[config.mk]
export PLATFORM = sky130hd
export DESIGN_NAME = dual_edge_clock_divider_flat
export DESIGN_NICKNAME = d
export VERILOG_FILES = /design/src/rtl/dual_edge_clock_divider_if.sv /design/src/rtl/dual_edge_clock_divider.sv /design/src/flat_wrapper.sv
export SDC_FILE = /design/constraint.sdc
export NUM_CORES = 1
export LEC_CHECK = 0
export BUFFER_PORTS_ARGS = -buffer_cell sky130_fd_sc_hd__buf_4
export CORE_MARGIN = 2
export CORE_UTILIZATION = 54
export CTS_CLUSTER_DIAMETER = 40
export DETAILED_ROUTE_END_ITERATION = 10
export GPL_TIMING_DRIVEN = 0
export PLACE_DENSITY = 0.86
export SYNTH_ARGS = -nofsm -noshare
export SYNTH_HDL_FRONTEND = slang
export SYNTH_SLANG_ARGS = --single-unit
[constraint.sdc]
create_clock -name Clock -period 3.7 [get_ports Clock]
set_input_delay 0.37 -clock Clock [delete_from_list [all_inputs] [get_ports Clock]]
set_output_delay 0.37 -clock Clock [all_outputs]
set_load 0.02 [all_outputs]
[src/rtl/dual_edge_clock_divider_if.sv]
// Control and output bundle for the dual-edge clock divider.
// The master side sets the divide ratio, mode and run enable; the slave side
// (the divider) returns the divided waveform, period strobe and clamp flag.
interface dual_edge_clock_divider_if #(
  parameter int WIDTH = 4
);
  logic             Enable;
  logic [WIDTH-1:0] Divisor;
  logic             Mode;
  logic             ClkOut;
  logic             Tick;
  logic             DivErr;

  modport master (output Enable, Divisor, Mode, input ClkOut, Tick, DivErr);
  modport slave  (input Enable, Divisor, Mode, output ClkOut, Tick, DivErr);
endinterface

[src/rtl/dual_edge_clock_divider.sv]
// Programmable clock divider / waveform generator.
// A posedge period counter drives a posedge waveform register P; a negedge
// copy Nq stretches the high phase by half a cycle so odd divisors give an
// exact 50% duty. ClkOut only muxes/ORs registered values, Clock is never gated.
module dual_edge_clock_divider #(
  parameter int WIDTH = 4
) (
  input  logic                      Clock,
  input  logic                      Reset,
  dual_edge_clock_divider_if.slave  bus
);

  logic [WIDTH-1:0] count, count_n;
  logic [WIDTH-1:0] d, d_n;
  logic [WIDTH-1:0] h_n;
  logic             m, m_n;
  logic             derr, derr_n;
  logic             p, p_n;
  logic             tick, tick_n;
  logic             run;
  logic             nq;
  logic             wrap, start, load;

  // Next-state for counter, active config and posedge waveform/strobe.
  always_comb begin
    wrap    = run && (count == d - WIDTH'(1));
    // A rising Enable begins a fresh period at count 0 and takes the current
    // Divisor/Mode, just like a wrap does.
    start   = bus.Enable && !run;
    load    = !bus.Enable || wrap || start;
    d_n     = d;
    m_n     = m;
    derr_n  = derr;
    if (load) begin
      m_n = bus.Mode;
      if (bus.Divisor < WIDTH'(2)) begin
        d_n    = WIDTH'(2);
        derr_n = 1'b1;
      end else begin
        d_n    = bus.Divisor;
        derr_n = 1'b0;
      end
    end
    if (!bus.Enable || start || wrap) count_n = '0;
    else                              count_n = count + WIDTH'(1);
    h_n    = d_n >> 1;
    p_n    = bus.Enable && (m_n ? (count_n == '0) : (count_n < h_n));
    tick_n = bus.Enable && (count_n == '0);
  end

  // Posedge domain state: counter, config, waveform and strobe registers.
  always_ff @(posedge Clock or posedge Reset) begin
    if (Reset) begin
      count <= '0;
      d     <= WIDTH'(2);
      m     <= 1'b0;
      derr  <= 1'b0;
      p     <= 1'b0;
      tick  <= 1'b0;
      run   <= 1'b0;
    end else begin
      count <= count_n;
      d     <= d_n;
      m     <= m_n;
      derr  <= derr_n;
      p     <= p_n;
      tick  <= tick_n;
      run   <= bus.Enable;
    end
  end

  // Negedge half-cycle stretch: delayed copy of P.
  always_ff @(negedge Clock or posedge Reset) begin
    if (Reset) nq <= 1'b0;
    else       nq <= p;
  end

  // Odd square-wave divisors use P|Nq for the extra half cycle; otherwise P.
  assign bus.ClkOut = (!m && d[0]) ? (p | nq) : p;
  assign bus.Tick   = tick;
  assign bus.DivErr = derr;

endmodule

[src/flat_wrapper.sv]
// flat-port wrapper written by rule: the top's interface ports become plain ports
module dual_edge_clock_divider_flat 
#(
  parameter int WIDTH = 4
)
  (Clock, Reset, bus_Enable, bus_Divisor, bus_Mode, bus_ClkOut, bus_Tick, bus_DivErr);
  dual_edge_clock_divider_if #(.WIDTH(WIDTH)) bus_i ();
  input  logic Clock;
  input  logic Reset;
  input wire logic [$bits(bus_i.Enable)-1:0] bus_Enable;
  input wire logic [$bits(bus_i.Divisor)-1:0] bus_Divisor;
  input wire logic [$bits(bus_i.Mode)-1:0] bus_Mode;
  output wire logic [$bits(bus_i.ClkOut)-1:0] bus_ClkOut;
  output wire logic [$bits(bus_i.Tick)-1:0] bus_Tick;
  output wire logic [$bits(bus_i.DivErr)-1:0] bus_DivErr;
  assign bus_i.Enable = bus_Enable;
  assign bus_i.Divisor = bus_Divisor;
  assign bus_i.Mode = bus_Mode;
  assign bus_ClkOut = bus_i.ClkOut;
  assign bus_Tick = bus_i.Tick;
  assign bus_DivErr = bus_i.DivErr;
  dual_edge_clock_divider #(.WIDTH(WIDTH)) u_core (.Clock(Clock), .Reset(Reset), .bus(bus_i));
endmodule
==> summary by stage <==
Run status
The run finished with clean final reports.

Critical path
The data required time at the worst endpoint is around 3300 ps. Among cell families on the critical path, the largest total delay comes from flip-flops. The critical path is of the reg2out type. The largest individual stage delay along the critical path comes from the cell dfrtn_1. The worst setup path is launched from a flip-flop. Measured in cells, the most critical reg-to-reg path has a length of 12. The buffer and inverter count on the worst path is 1. The worst setup path is captured at an output pin. The reg2reg setup slack is roughly 760 ps.

The biggest cell delay along the critical path is 340 ps. The worst path arrival time is about 2900 ps. Traced cell by cell, the critical path runs through a31o_2, buf_4. The largest fanout of any net on the critical path is 1.

In this run the critical register-to-register path is captured at u_core.p. In this run the critical register-to-register path is launched from u_core.d[1].

Synthesis
The synthesized design contains 0 enable-type register cells. The most used flip-flop cell after synthesis is dfrtp_1. Summing the sequential cell areas from Yosys gives between 40% and 50% of the chip area. The fraction of registers with async set or reset after synthesis is 100.0%.

After synthesis, the cell types taking the most area are dfrtp_1 (38%), ha_1 (6.3%), mux2_2 (5.7%). The synthesized instance count is 69. The count of synthesis-stage warnings from yosys is 0. The total of flip-flops plus latches after synthesis is 14. The top-area cell type share of the netlist area is between 30% and 40%. The net count after synthesis is slightly above 80.

The count of distinct cell types in the synthesized netlist is 30. The netlist area before placement is just under 800 µm². The largest total area in the synthesized netlist belongs to dfrtp_1. A synthesized cell averages 11.48 µm².

STA
The clock skew after layout is between 6 and 7 ps. The total of endpoints with negative setup slack in the final report is 0. The count of endpoints failing hold in the final timing report was 0. For the pin with the worst max-slew slack, the measured transition is 532.7 ps. The total negative slack for setup checks is 0 ps.

Setup repair after global routing left no endpoint under its margin. The worst max-slew margin expressed relative to the limit is 64.45%. The final count of pins violating max slew is 0.

Power
The worst voltage drop across the vdd grid is 0.2988 mV. The static leakage is 0.4606 nW. The overall power of the completed layout is 0.3596 mW. For this design the ratio of total power to cell area is 389.9 nW/µm².

Clock network
The TritonCTS buffer count is 3. The hold buffer count at cts is 0. The buffer count from post-CTS setup fixing is 0. CTS built an H-tree with a depth of 1. The number of gates resized after cts is 0. TritonCTS built the clock tree. The buffer cell driving the clock tree root is clkbuf_4. The total clock sinks is 14. The largest buffer count on any clock path is 2. For the worst-skew pair, the clock arrives at the later sink with an insertion delay of 280 ps. After clock tree synthesis, the clock-pin slew on the worst setup and hold paths is roughly 90 ps.

Floorplanning
Once the floorplan was initialized, standard cells occupied ~59% of the core. 11 I/O pins were placed. The die is 42.30 µm wide.

In this run the standard cell core region covers around 1300 µm². The area of the die is 1789 µm². In this run the core area contains 13 standard-cell rows.

The die outline height is 42.30 µm.

Detailed routing
The detailed-route wire length is between 1 and 1.5 mm. For this block, the initial DRC count from the detailed router was 5. The residual DRC count is 0. The wire length per cell after detailed routing is 14.45 µm. The count of nets left with antenna violations once routing finished came out at 0. The detailed router placed 561 vias in this run. The number of optimization iterations in the first detailed-route pass is 2. The per-cell via count in the routed design is 5.724.

Flow run
The reported max-cap violation count is 0.

Layout
The relative area change from synthesis to final layout is 16.43%. The fraction of layout instances using a drive strength above 1 is roughly 29%. The number of antenna diodes in the final layout is 0. The final net count is 96.

Placement
The HPWL after detailed placement is 1.114 mm. The final weighted congestion in routability-driven placement is 0.8333. The count of buffers added on input and output ports is 10.

Global route
Global routing used about a fifth of the available tracks across all layers. The largest net degree at the start of global routing is 15. The global-route wire length before repair is about 2.5 mm.

The number of global-route vias before repair came to 597. The residual overflow from global routing is 0. The number of antenna violations at the first check in global routing is 0.

Min path
The type of the worst min-delay path is in2async.
==> cell usage after synthesis (all sizes together), types with 2 or more instances <==
| cell type | count |
|---|---|
| nor2b | 2 |
| mux2i | 3 |
| inv | 6 |
| mux2 | 5 |
| and2 | 3 |
| a31o | 2 |
| xnor2 | 3 |
| a21oi | 2 |
| dfrtp | 12 |
| nor3 | 3 |
| o21a | 2 |
| xor2 | 4 |
| nand2 | 3 |
| nand3 | 2 |
| ha | 4 |
==> cells in the final DEF, fill, tap and decap left out, types with 2 or more instances in the layout <==
| cell | instances |
|---|---|
| buf_4 | 10 |
| and2_1 | 3 |
| a31o_2 | 2 |
| mux2_2 | 4 |
| nand2_1 | 3 |
| nor2b_1 | 2 |
| inv_1 | 6 |
| clkbuf_4 | 3 |
| xnor2_1 | 3 |
| a21oi_1 | 2 |
| mux2i_1 | 3 |
| nor3_1 | 3 |
| xor2_1 | 4 |
| ha_1 | 4 |
| nand3_1 | 2 |
| dfrtp_1 | 12 |
==> worst max-delay path by stage <==
stage | start | end | slack [ps] | depth (start not counted)
CTS | u_core.nq | bus_ClkOut | 470 | 2
finish | u_core.nq | bus_ClkOut | 470 | 2
detailed placement | u_core.nq | bus_ClkOut | 790 | 2
floorplan | u_core.nq | bus_ClkOut | 890 | 1
global placement | u_core.nq | bus_ClkOut | 790 | 2
global route | u_core.nq | bus_ClkOut | 460 | 2
==> sequential cells by signal, summed over array words and instances, names as in the netlist <==
register / flops
u_core.count: 4
u_core.d: 4
u_core.bus.DivErr: 1
u_core.bus.Tick: 1
u_core.m: 1
u_core.nq: 1
u_core.p: 1
u_core.run: 1
==> cells by family after synthesis <==
| group | count (synthesis) | share of synthesized area, % |
|---|---|---|
| AO/OA/AOI/OAI | 12 | 12.32 |
| XOR/XNOR | 8 | 10.58 |
| adder cells (fa/ha/maj) | 4 | 6.319 |
| buffers and inverters | 7 | 4.265 |
| flip-flops | 14 | 44.39 |
| multiplexers | 8 | 11.37 |
| AND/OR/NAND/NOR | 16 | 10.74 |
==> where the power goes <==
| part | total (mW) | switching, mW | internal (mW) |
|---|---|---|---|
| clock network | 0.110 | 0.0504 | 0.0600 |
| logic | 0.0737 | 0.0357 | 0.0380 |
| registers | 0.176 | 0.0105 | 0.165 |
==> stage by stage <==
step	utilization [%]	hold WS (ps)	setup slack (ps)	std cells	instance area, µm²
3_3_place_gp	66.42	435.0	793.9	94	885.9
5_1_grt	69.14	172.6	458.8	98	922.1
6_report	69.14	116.7	466.9	98	922.1
2_1_floorplan	-	258.5	894.9	69	792.0
3_5_place_dp	66.42	443.2	785.8	94	885.9
4_1_cts	69.14	145.3	472.5	98	922.1
==> layer usage <==
layer / global-route usage (%) / vias up / routed length, µm
li1: - / 272 / -
met5: 0 / - / 0
met1: 22.16 / 271 / 598
met4: 9.375 / 0 / 50
met2: 32.31 / 11 / 713
met3: 4.310 / 7 / 52
==> area by class of cell <==
class	instances	area (µm²)
buffer	1	11.26
multi-input combinational	48	406.6
inverter	6	22.52
clock buffer	4	36.28
tap	15	18.77
timing repair buffer	10	75.07
fill	105	411.6
sequential	14	351.6
(Power assumes the default switching activity.)
